===== config.mk =====
export PLATFORM = sky130hd
export DESIGN_NAME = tone_divider_bank
export DESIGN_NICKNAME = d
export VERILOG_FILES = /design/src/rtl/synth_div_pkg.sv /design/src/rtl/tone_divider_bank_div_channel.sv /design/src/rtl/tone_divider_bank.sv
export SDC_FILE = /design/constraint.sdc
export NUM_CORES = 1
export LEC_CHECK = 0
export BUFFER_PORTS_ARGS = -buffer_cell sky130_fd_sc_hd__buf_4
export CAP_MARGIN = 15
export CORE_UTILIZATION = 45
export CTS_CLUSTER_SIZE = 40
export DETAILED_ROUTE_END_ITERATION = 7
export PLACE_DENSITY = 0.61
export SYNTH_ARGS = -nofsm -noshare
export SYNTH_HDL_FRONTEND = slang
export SYNTH_SLANG_ARGS = --single-unit

===== constraint.sdc =====
create_clock -name clk -period 4.3 [get_ports clk]
set_input_delay 0.645 -clock clk [delete_from_list [all_inputs] [get_ports clk]]
set_output_delay 0.645 -clock clk [all_outputs]
set_load 0.005 [all_outputs]

===== src/rtl/synth_div_pkg.sv =====
// synth_div_pkg: shared constants and channel-index width helper for the tone divider bank
package synth_div_pkg;
  localparam int DEF_CNT_W = 21;
  localparam int DEF_DIV = 50;
  function automatic int ch_width(input int n);
    return (n <= 1) ? 1 : $clog2(n);
  endfunction
endpackage


===== src/rtl/tone_divider_bank_div_channel.sv =====
// div_channel: one divider (clk, rst async low, ce, sync, load/load_div shadow write -> wave, tick, pending); new divisors apply only on a half-period boundary
module div_channel
  import synth_div_pkg::*;
#(
  parameter int CNT_W = DEF_CNT_W,
  parameter int DEFAULT_DIV = DEF_DIV
) (
  input  logic             clk,
  input  logic             rst,
  input  logic             ce,
  input  logic             sync,
  input  logic             load,
  input  logic [CNT_W-1:0] load_div,
  output logic             wave,
  output logic             tick,
  output logic             pending
);
  logic [CNT_W-1:0] cnt_q, cnt_d, div_q, div_d, shadow_q, shadow_d;
  logic wave_q, wave_d, tick_q, tick_d, pend_q, pend_d;
  logic at_end;
  assign at_end = cnt_q == div_q - CNT_W'(1);
  always_comb begin
    cnt_d = cnt_q;
    wave_d = wave_q;
    tick_d = 1'b0;
    div_d = div_q;
    shadow_d = load ? load_div : shadow_q;
    pend_d = pend_q | load;
    if (sync) begin
      cnt_d = '0;
      wave_d = 1'b0;
    end else if (div_q == '0) begin
      cnt_d = '0;
      wave_d = 1'b0;
      div_d = pend_q ? shadow_q : div_q;
      pend_d = pend_d & ~pend_q;
    end else if (ce) begin
      cnt_d = at_end ? '0 : cnt_q + CNT_W'(1);
      tick_d = at_end;
      wave_d = !at_end ? wave_q : (pend_q && shadow_q == '0) ? 1'b0 : ~wave_q;
      div_d = (at_end && pend_q) ? shadow_q : div_q;
      pend_d = (at_end && pend_q) ? 1'b0 : pend_d;
    end
  end
  always_ff @(posedge clk or negedge rst) begin
    if (!rst) begin
      cnt_q <= '0;
      wave_q <= 1'b0;
      tick_q <= 1'b0;
      div_q <= CNT_W'(DEFAULT_DIV);
      shadow_q <= '0;
      pend_q <= 1'b0;
    end else begin
      cnt_q <= cnt_d;
      wave_q <= wave_d;
      tick_q <= tick_d;
      div_q <= div_d;
      shadow_q <= shadow_d;
      pend_q <= pend_d;
    end
  end
  assign wave = wave_q;
  assign tick = tick_q;
  assign pending = pend_q;
endmodule


===== src/rtl/tone_divider_bank.sv =====
// tone_divider_bank: CHANNELS glitch-free tone dividers (clk, rst async low, ce, sync, cfg_valid/cfg_ready/cfg_ch/cfg_div write port -> wave, tick, pending)
module tone_divider_bank
  import synth_div_pkg::*;
#(
  parameter int CHANNELS = 4,
  parameter int CNT_W = DEF_CNT_W,
  parameter int DEFAULT_DIV = DEF_DIV,
  localparam int CH_W = ch_width(CHANNELS)
) (
  input  logic                clk,
  input  logic                rst,
  input  logic                ce,
  input  logic                sync,
  input  logic                cfg_valid,
  output logic                cfg_ready,
  input  logic [CH_W-1:0]     cfg_ch,
  input  logic [CNT_W-1:0]    cfg_div,
  output logic [CHANNELS-1:0] wave,
  output logic [CHANNELS-1:0] tick,
  output logic [CHANNELS-1:0] pending
);
  logic [2**CH_W-1:0] pend_x;
  logic [CHANNELS-1:0] load;
  always_comb begin
    pend_x = '0;
    pend_x[CHANNELS-1:0] = pending;
  end
  assign cfg_ready = ~pend_x[cfg_ch];
  for (genvar g = 0; g < CHANNELS; g++) begin : g_ch
    assign load[g] = cfg_valid & cfg_ready & (cfg_ch == CH_W'(g));
    div_channel #(
      .CNT_W(CNT_W),
      .DEFAULT_DIV(DEFAULT_DIV)
    ) u_ch (
      .clk(clk),
      .rst(rst),
      .ce(ce),
      .sync(sync),
      .load(load[g]),
      .load_div(cfg_div),
      .wave(wave[g]),
      .tick(tick[g]),
      .pending(pending[g])
    );
  end
endmodule


; Word level (Yosys, flattened, before mapping)
; Index checks and enable logic that the tools add are counted.
[totals]
rom_bits = 0
elab_cells = 190
out_inout_bits = 13
register_bits = 264
mem_bits_rw = 0
memories = 0
latchBits = 0
[op_classes]
order_cmp = 1
eq_ne = 11
n_mux = 82
n_reduce_logical = 41
n_bitwise = 23
n_div = 0
mul = 0
n_shift = 0
addsub = 8
[op_table]
columns = operator, count
row1 = two-way mux 21 bit, 32
row2 = zero test 21 bit, 8
row3 = adder 21 x 1 -> 21 bit (second input constant), 4
row4 = == test 21 bit, 4
row5 = subtractor 21 x 1 -> 21 bit (second input constant), 4
row6 = two-way mux 1 bit, 49
row7 = nonzero test 3 bit, 8
row8 = AND reduction 4 bit, 4
row9 = nonzero test 2 bit, 8
row10 = NOT 1 bit, 10
row11 = AND 1 bit, 9
row12 = logical AND 1 bit, 8
row13 = != test 2 x 1 -> 1 bit (second input constant), 4
row14 = AND reduction 2 bit, 4
row15 = == test 2 bit (second input constant), 2
row16 = OR 1 bit, 4
row17 = < comparator 2 x 3 -> 1 bit (second input constant), 1
row18 = binary-select mux 1 bit (select 2 bit), 1
row19 = == test 2 x 1 -> 1 bit (second input constant), 1
row20 = zero test 2 bit, 1

; Depth between registers and ports, before layout
; Gate-level depths: netlist (run 1).
[logic_depth]
ltp_word = 10
mapped_depth = 12
mapped_depth_nobuf = 10

; Hierarchy
; A second synthesis (run 1) with hierarchy kept.
[unflattened]
cells_unflattened = 1423
hier_area_um2 = 15163.3
[modules_own_cells]
columns = module, area_each_um2, seq_area_each_um2, n_inst, cells_per_inst
row1 = div_channel at g_ch[2].u_ch ..., 3833.7, 1655.3, 2, 361
row2 = div_channel at g_ch[0].u_ch ..., 3716.1, 1655.3, 2, 347
row3 = tone_divider_bank, 63.8, 0.0, 1, 7

; Least setup slack after synthesis (run 1)
; No wires, ideal clock.
[synth_timing]
path_kind = flip-flop to flip-flop
startpoint = register g_ch[1].u_ch.div_q[8]
endpoint = register g_ch[1].u_ch.div_q[10]
arrival_time_ns = 3.179
setup_ns = 0.128
slack_ns = 0.993
path_stages_with_launch = 11
path_cell_list = dfrtp_1 buf_2 or4_4 or3_4 or4_1 a21oi_1 or3_1 nand4_1 a211oi_2 buf_4 mux2_1
[synth_via]
elab_chain_len = 5
[synth_lines]
columns = element, line_no
row1 = "start, declared", tone_divider_bank_div_channel.sv:18  ; logic [CNT_W-1:0] cnt_q, cnt_d, div_q, div_d, shadow_q, shadow_d;
row2 = "start signal, assigned", tone_divider_bank_div_channel.sv:50  ; div_q <= CNT_W'(DEFAULT_DIV);
row3 = "start signal, assigned", tone_divider_bank_div_channel.sv:57  ; div_q <= div_d;
row4 = subtractor 21 x 1 -> 21 bit, tone_divider_bank_div_channel.sv:21  ; assign at_end = cnt_q == div_q - CNT_W'(1);
row5 = == test 21 bit, tone_divider_bank_div_channel.sv:21
row6 = logical AND 1 bit, tone_divider_bank_div_channel.sv:41  ; div_d = (at_end && pend_q) ? shadow_q : div_q;
row7 = nonzero test 2 bit (no line), n/a
row8 = AND reduction 4 bit (no line), n/a
; Parallel ways exist; a longest one is shown, timed or not.
; A chain may end at the register's enable or synchronous reset.

; Worst setup path after layout (run 1)
[layout_timing]
startpoint = register g_ch[0].u_ch.div_q[0]
endpoint = register g_ch[0].u_ch.div_q[18]
[layout_via]
elab_chain_len = 5
[layout_lines]
columns = element, line_no
row1 = "start, declared", tone_divider_bank_div_channel.sv:18
row2 = "start signal, assigned", tone_divider_bank_div_channel.sv:50
row3 = "start signal, assigned", tone_divider_bank_div_channel.sv:57
row4 = subtractor 21 x 1 -> 21 bit, tone_divider_bank_div_channel.sv:21
row5 = == test 21 bit, tone_divider_bank_div_channel.sv:21
row6 = logical AND 1 bit, tone_divider_bank_div_channel.sv:41
row7 = nonzero test 2 bit (no line), n/a
row8 = AND reduction 4 bit (no line), n/a
; Parallel ways exist; a longest one is shown, timed or not.

==> impl_metrics.json, run 1 <==
{
  "grt_max_degree": 117,
  "start_util_pct": 45.7,
  "overflow": 0,
  "antenna_found_initial": 0,
  "numCtsBuffers": 29,
  "drv_slew": 0,
  "nets": 1518,
  "hold_buffers": 0,
  "endpoint_kind": "register",
  "r2r-start": "g_ch[0].u_ch.div_q[0]",
  "required_ns": 4.72,
  "setup_viol": 0,
  "syn_area_per_cell_um2": 10.1,
  "vias": 11200,
  "clkSinkCount": 264,
  "grt_pass1_wl_mm": 60.0,
  "p_seq_share_pct": 41.7,
  "power_density_mw_per_mm2": 586,
  "synthesis.area_mm2": 0.0149,
  "status": "finished clean",
  "period_needed_ns": 3.85,
  "drt-pass1-iter-count": 5,
  "dp_hpwl_mm": 26.5,
  "drive_gt1_share_pct": 19.1,
  "cts_setup_buffers": 0,
  "hold_violations": 0,
  "gp_congestion": 0.908,
  "cp.arrival_ns": 4.27,
  "die_area_mm2": 0.0338,
  "ff2ff_path_depth": 10,
  "tightest_slew_ns": 0.896,
  "syn_nets": 1505,
  "fmax_mhz": 260,
  "drt_iter0_drc": 842,
  "slew-limit-headroom_pct": 39.7,
  "ant_nets": 0,
  "p_switching_mw": 3.42,
  "layout-area-overhead-vs-synth_pct": 11.6,
  "comb_power_share_pct": 31.0,
  "reg2reg_to": "g_ch[0].u_ch.div_q[18]",
  "path_clk_slew_ns": 0.06,
  "synth_edf_count": 0,
  "wl_per_cell_um": 18.9,
  "yosys.cell_types.count": 90,
  "core_mm2": 0.0325,
  "die_w_um": 184,
  "num_rows": 66,
  "critPathLaunchType": "register",
  "drc": 0,
  "min_period_over_period_pct": 89.5,
  "critical_path_peak_fanout": 13,
  "clock_latency_ns": 0.58,
  "path_class": "reg2reg",
  "grtUsageTotal_pct": 22.5,
  "tritoncts": "yes",
  "portBuffers": 40,
  "synthFlopType": "dfrtp_1",
  "clockBufferDepth": 3,
  "placed_area_mm2": 0.0156,
  "max-vdd-ir-drop_mv": 0.393,
  "ys_seq_area_share_pct": 44.5,
  "multiInputGateArea_mm2": 0.00776,
  "fin_tns_setup_ns": 0,
  "hold_class": "in2async",
  "yosys_warnings": 0,
  "cts-resized-gates": 0,
  "swShare_pct": 35.2,
  "routed_wl_mm": 36.9,
  "async_flop_share_pct": 100,
  "ioPinCount": 41,
  "synth_seq_cells": 264,
  "synth_cells": 1469,
  "grt_pass1_vias": 10800,
  "routed_via_density": 5.77,
  "postLayoutCellArea_mm2": 0.0166,
  "power.share.clock_pct": 27.4,
  "nFillCells": 2991,
  "r2r_setup_slack_ns": 0.45,
  "register_area_mm2": 0.00662,
  "cellLeakagePower_nw": 6.81,
  "cts_max_level": 1,
  "cts_root_buf": "clkbuf_16",
  "cap_violations": 0,
  "p_int_mw": 6.29,
  "clock_skew_ns": 0.0230,
  "grt_setup_unrepaired": "no",
  "die_h_um": 184
}
## per-layer routing
layer  vias to the layer above  global-route usage [%]  part of all wire [%]
met1                      5586                    32.0                    48
li1                       5381                       -                     -
met5                         -                       0                     0
met4                         0                    6.90                   3.0
met3                        70                    2.89                   3.6
met2                       202                    35.6                    46
## flip-flops by register name (all words and copies together), names as in the netlist
name                flops
g_ch.u_ch.cnt_q        84
g_ch.u_ch.div_q        84
g_ch.u_ch.shadow_q     84
g_ch.u_ch.pending       4
g_ch.u_ch.tick          4
g_ch.u_ch.wave          4
## power groups by stage
stage / Clock [mW] / Combinational, mW / Sequential [mW]
final: 2.66 / 3.01 / 4.05
after global routing: 2.81 / 3.34 / 4.16
after CTS: 2.73 / 3.00 / 4.03
after detailed placement: 0 / 2.98 / 4.06
after global placement: 0 / 2.93 / 4.04
after floorplan: 0 / 2.47 / 3.66
## synthesized netlist by cell type, drive strengths merged, types with 10 or more instances
master | instances | area share (%)
a21bo | 16 | 1.1
clkbuf | 49 | 1.2
o211ai | 13 | 0.66
nand4 | 33 | 1.4
and3 | 19 | 0.80
inv | 35 | 0.88
or4 | 19 | 1.0
dfrtp | 252 | 42
nor2 | 151 | 3.9
nor4b | 12 | 0.71
buf | 30 | 1.2
mux2 | 134 | 10
nor2b | 14 | 0.59
o21ai | 57 | 1.9
a31oi | 10 | 0.42
or3 | 17 | 0.75
nand3 | 54 | 1.8
xnor2 | 93 | 5.5
nor3 | 49 | 1.6
dfstp | 12 | 2.1
a21oi | 16 | 0.59
nor4 | 50 | 2.2
xor2 | 69 | 4.1
nand2 | 80 | 2.0
a211oi | 13 | 0.69
## cells by family (layout without fill, tap and decap cells)
group                    count (synthesis)  in the layout  share of synthesized area [%]
adder cells (fa/ha/maj)                  8              8                          0.673
XOR/XNOR                               162            162                           9.54
other                                    0              1                              0
AND/OR/NAND/NOR                        572            572                           20.8
flip-flops                             264            264                           44.5
AO/OA/AOI/OAI                          204            204                           10.1
multiplexers                           144            144                           10.9
buffers and inverters                  115            151                           3.40
## final cells by class
type / count / area share, %
Inverter: 36 / 0.815
Antenna cell: 1 / 0.0151
Multi-Input combinational cell: 1090 / 46.8
Tap cell: 442 / 3.33
Sequential cell: 264 / 39.9
Clock buffer: 40 / 4.92
Timing Repair Buffer: 61 / 3.00
Clock inverter: 14 / 1.22
## metrics by stage
stage          hold WS (ns)  setup slack, ns  cells  power [mW]  utilization, %
6_report              0.172            0.452   1948        9.72            51.0
2_1_floorplan         0.349            0.993   1469        6.13               -
3_3_place_gp          0.494            0.603   1892        6.96            47.8
5_1_grt               0.236            0.212   1947        10.3            51.0
4_1_cts               0.192            0.457   1946        9.76            50.9
3_5_place_dp          0.505            0.448   1892        7.04            47.8
## placed cells by master, fill, tap and decap left out, drive strengths merged, types with 9 or more instances in the layout
cell    instances
dfrtp         252
nor2          151
mux2          134
xnor2          93
nand2          80
xor2           69
buf            61
o21ai          57
nand3          54
nor4           50
nor3           49
clkbuf         40
inv            36
nand4          33
and3           19
or4            19
or3            17
a21bo          16
a21oi          16
nor2b          14
o211ai         13
a211oi         13
dfstp          12
nor4b          12
a31oi          10
or2             9
and2            9
nand4b          9
mux2i           9
o311ai          9
clkinv          9
## worst max-delay path by stage
stage | from | endpoint | slack (ns) | cells after the start
2_1_floorplan | g_ch[1].u_ch.div_q[8] | g_ch[1].u_ch.div_q[10] | 0.99 | 10
3_3_place_gp | g_ch[0].u_ch.div_q[0] | g_ch[0].u_ch.cnt_q[15] | 0.60 | 10
3_5_place_dp | g_ch[0].u_ch.div_q[0] | g_ch[0].u_ch.div_q[18] | 0.45 | 10
4_1_cts | g_ch[0].u_ch.div_q[0] | g_ch[0].u_ch.div_q[18] | 0.46 | 10
5_1_grt | g_ch[0].u_ch.div_q[0] | g_ch[0].u_ch.div_q[18] | 0.21 | 10
6_report | g_ch[0].u_ch.div_q[0] | g_ch[0].u_ch.div_q[18] | 0.45 | 10
## critical path: stages (launching register included)
cell and delay [ns]:
dfrtp_1 0.42, inv_1 0.08, ha_1 0.22, or3b_2 0.61, xnor2_1 0.18, or3_1 0.32
a2111oi_0 0.58, nor3_1 0.16, nor4_4 0.70, mux2i_1 0.26, o311ai_0 0.16
Note: power is estimated with default switching activity, not from simulation.
==> run 2: changes to the inputs <==
Settings changed: SETUP_SLACK_MARGIN from default to 0.4, SYNTH_HIERARCHICAL from default to 1.
==> impl_metrics.json, run 2 <==
{
  "status": "finished clean",
  "hold_class": "in2async",
  "synthMuxAreaShare_pct": 13.7,
  "reg2reg_to": "g_ch[0].u_ch/div_q[0]",
  "cp.arrival_ns": 4.06,
  "yosys-top-cells-count": "dfrtp_1 (252), nor2_1 (148), nand2_1 (93), mux2_2 (92), xnor2_1 (86)",
  "tightest_slew_ns": 0.838,
  "netlist.area_leader.share_pct": 41.6,
  "ys_seq_area_share_pct": 43.7,
  "die_w_um": 186,
  "r2r-start": "g_ch[0].u_ch/div_q[0]",
  "gp_congestion": 0.895,
  "drt-pass1-iter-count": 5,
  "endpoint_kind": "register",
  "synth_edf_count": 0,
  "period_needed_ns": 3.62,
  "fin_tns_setup_ns": 0,
  "async_flop_share_pct": 100,
  "synth_seq_cells": 264,
  "synth_most_common_cell": "dfrtp_1",
  "fin_util_pct": 51.4,
  "synthFlopType": "dfrtp_1",
  "final_cell_mix": "dfrtp_1 (252), nor2_1 (148), nand2_1 (93)",
  "clockBufferDepth": 3,
  "syn_area_per_cell_um2": 10.7,
  "cts_max_level": 1,
  "start_util_pct": 46.1,
  "synthesis.area_mm2": 0.0152,
  "critPathLaunchType": "register",
  "path_class": "reg2reg",
  "drt_iter0_drc": 689,
  "setup_viol": 0,
  "finalPower_mw": 11.3,
  "portBuffers": 40,
  "placed_area_mm2": 0.0159,
  "instances_no_fill": 1922,
  "crit_end": "g_ch[0].u_ch/div_q[0]",
  "die_area_mm2": 0.0344,
  "antenna_found_initial": 0,
  "yosys.cell_types.count": 68,
  "ant_nets": 0,
  "final_common_cell": "dfrtp_1",
  "path_clk_slew_ns": 0.06,
  "fmax_mhz": 276,
  "cap_violations": 0,
  "required_ns": 4.74,
  "drc": 0,
  "die_h_um": 186,
  "num_rows": 66,
  "synth_simple_gate_area_share_pct": 22.5,
  "dp.cells": 1867,
  "dp_hpwl_mm": 25.8,
  "syn_nets": 1459,
  "ff2ff_path_depth": 10,
  "crit_path_start": "g_ch[0].u_ch/div_q[0]",
  "slew-limit-headroom_pct": 44.1,
  "grt_pass1_vias": 10700,
  "critical_path_peak_fanout": 17,
  "postLayoutCellArea_mm2": 0.0169,
  "r2r_setup_slack_ns": 0.68,
  "drv_slew": 0,
  "min_period_over_period_pct": 84.2,
  "synth_compound_gate_area_share_pct": 7.41,
  "grtUsageTotal_pct": 21.3,
  "cts_setup_buffers": 0,
  "cts_root_buf": "clkbuf_16",
  "hold_buffers": 0,
  "tritoncts": "yes",
  "max-vdd-ir-drop_mv": 0.382,
  "drive_gt1_share_pct": 22.6,
  "yosys_warnings": 6,
  "ioPinCount": 41,
  "clock_latency_ns": 0.56,
  "synth_xor_xnor_area_share_pct": 9.36,
  "wl_per_cell_um": 18.6,
  "synthAdderAreaFrac_pct": 0.660,
  "routed_via_density": 5.63,
  "clock_skew_ns": 0.00887,
  "core_mm2": 0.0329,
  "grt_pass1_wl_mm": 58.3,
  "overflow": 0,
  "cellLeakagePower_nw": 6.93,
  "layout-area-overhead-vs-synth_pct": 11.5,
  "numCtsBuffers": 29,
  "power_density_mw_per_mm2": 667,
  "synth_area_leaders": "dfrtp_1 (42%), mux2_2 (6.8%), mux2_4 (5.7%)",
  "clkSinkCount": 264,
  "routed_wl_mm": 35.7,
  "nets": 1492,
  "cts-resized-gates": 0,
  "reg_top3": "g_ch.u_ch/cnt_q x84, g_ch.u_ch/div_q x84, g_ch.u_ch/shadow_q x84",
  "synth_cells": 1423,
  "synth_top_family_by_area": "simple AND/OR/NAND/NOR gates",
  "synth_top_area_cell": "dfrtp_1",
  "grt_setup_unrepaired": "no",
  "hold_violations": 0,
  "grt_max_degree": 106,
  "vias": 10800
}
-- run 2: worst min path at each step --
stage | start | end | slack (ns) | cells after the start
detailed placement | g_ch[0].u_ch/shadow_q[14] | g_ch[0].u_ch/div_q[14] | 0.51 | 1
finish | rst | g_ch[2].u_ch/cnt_q[0] | 0.14 | 1
CTS | rst | g_ch[2].u_ch/cnt_q[6] | 0.19 | 1
floorplan | rst | g_ch[0].u_ch/cnt_q[0] | 0.35 | 0
global placement | g_ch[1].u_ch/shadow_q[19] | g_ch[1].u_ch/div_q[19] | 0.51 | 1
global route | rst | g_ch[2].u_ch/cnt_q[0] | 0.20 | 1
-- run 2: report_power, final --
part | leakage [nW] | internal [mW] | switching [mW]
sequential | 3.41 | 3.27 | 1.05
combinational | 3.01 | 2.12 | 2.15
clock | 0.518 | 1.66 | 1.03
total | 6.93 | 7.04 | 4.23
-- run 2: kinds of logic (layout without fill, tap and decap cells) --
family,Yosys count,count (layout)
buf+inv,77,133
other cells,0,1
mux,165,165
xor+xnor,162,162
compound gates,156,156
fa+ha+maj,8,8
flops,264,264
simple gates,591,591
-- run 2: worst max-delay path, cell delays in order, from the launching register on --
cell and delay (ns):
dfrtp_1 0.43, inv_1 0.08, ha_1 0.19, or3b_1 0.47, or4_1 0.61, nor3_2 0.20, xnor2_1 0.11, nor3_2 0.23
nand4_4 0.16, a21oi_4 0.61, mux2_2 0.41
-- run 2: stage by stage --
step	hold WS [ns]	setup slack, ns
after floorplan	0.349	1.15
after global placement	0.507	0.743
after detailed placement	0.509	0.697
after CTS	0.187	0.671
after global routing	0.205	0.466
final	0.137	0.677
-- run 2: final cells by class --
| cell class | count | area, um2 |
|---|---|---|
| antenna | 1 | 2.50 |
| fill | 3047 | 16000 |
| tap | 442 | 553 |
| timing repair buffer | 54 | 438 |
| multi-input combinational | 1082 | 8150 |
| clock buffer | 39 | 833 |
| sequential | 264 | 6620 |
| inverter | 25 | 93.8 |
| clock inverter | 15 | 218 |
-- run 2: per-layer routing --
metal | routed length, um | vias up | track usage (%)
met3 | 1420 | 46 | 3.38
met5 | 0 | - | 0
met2 | 16000 | 167 | 33.1
met1 | 17600 | 5387 | 31.0
li1 | - | 5212 | -
met4 | 698 | 0 | 5.28
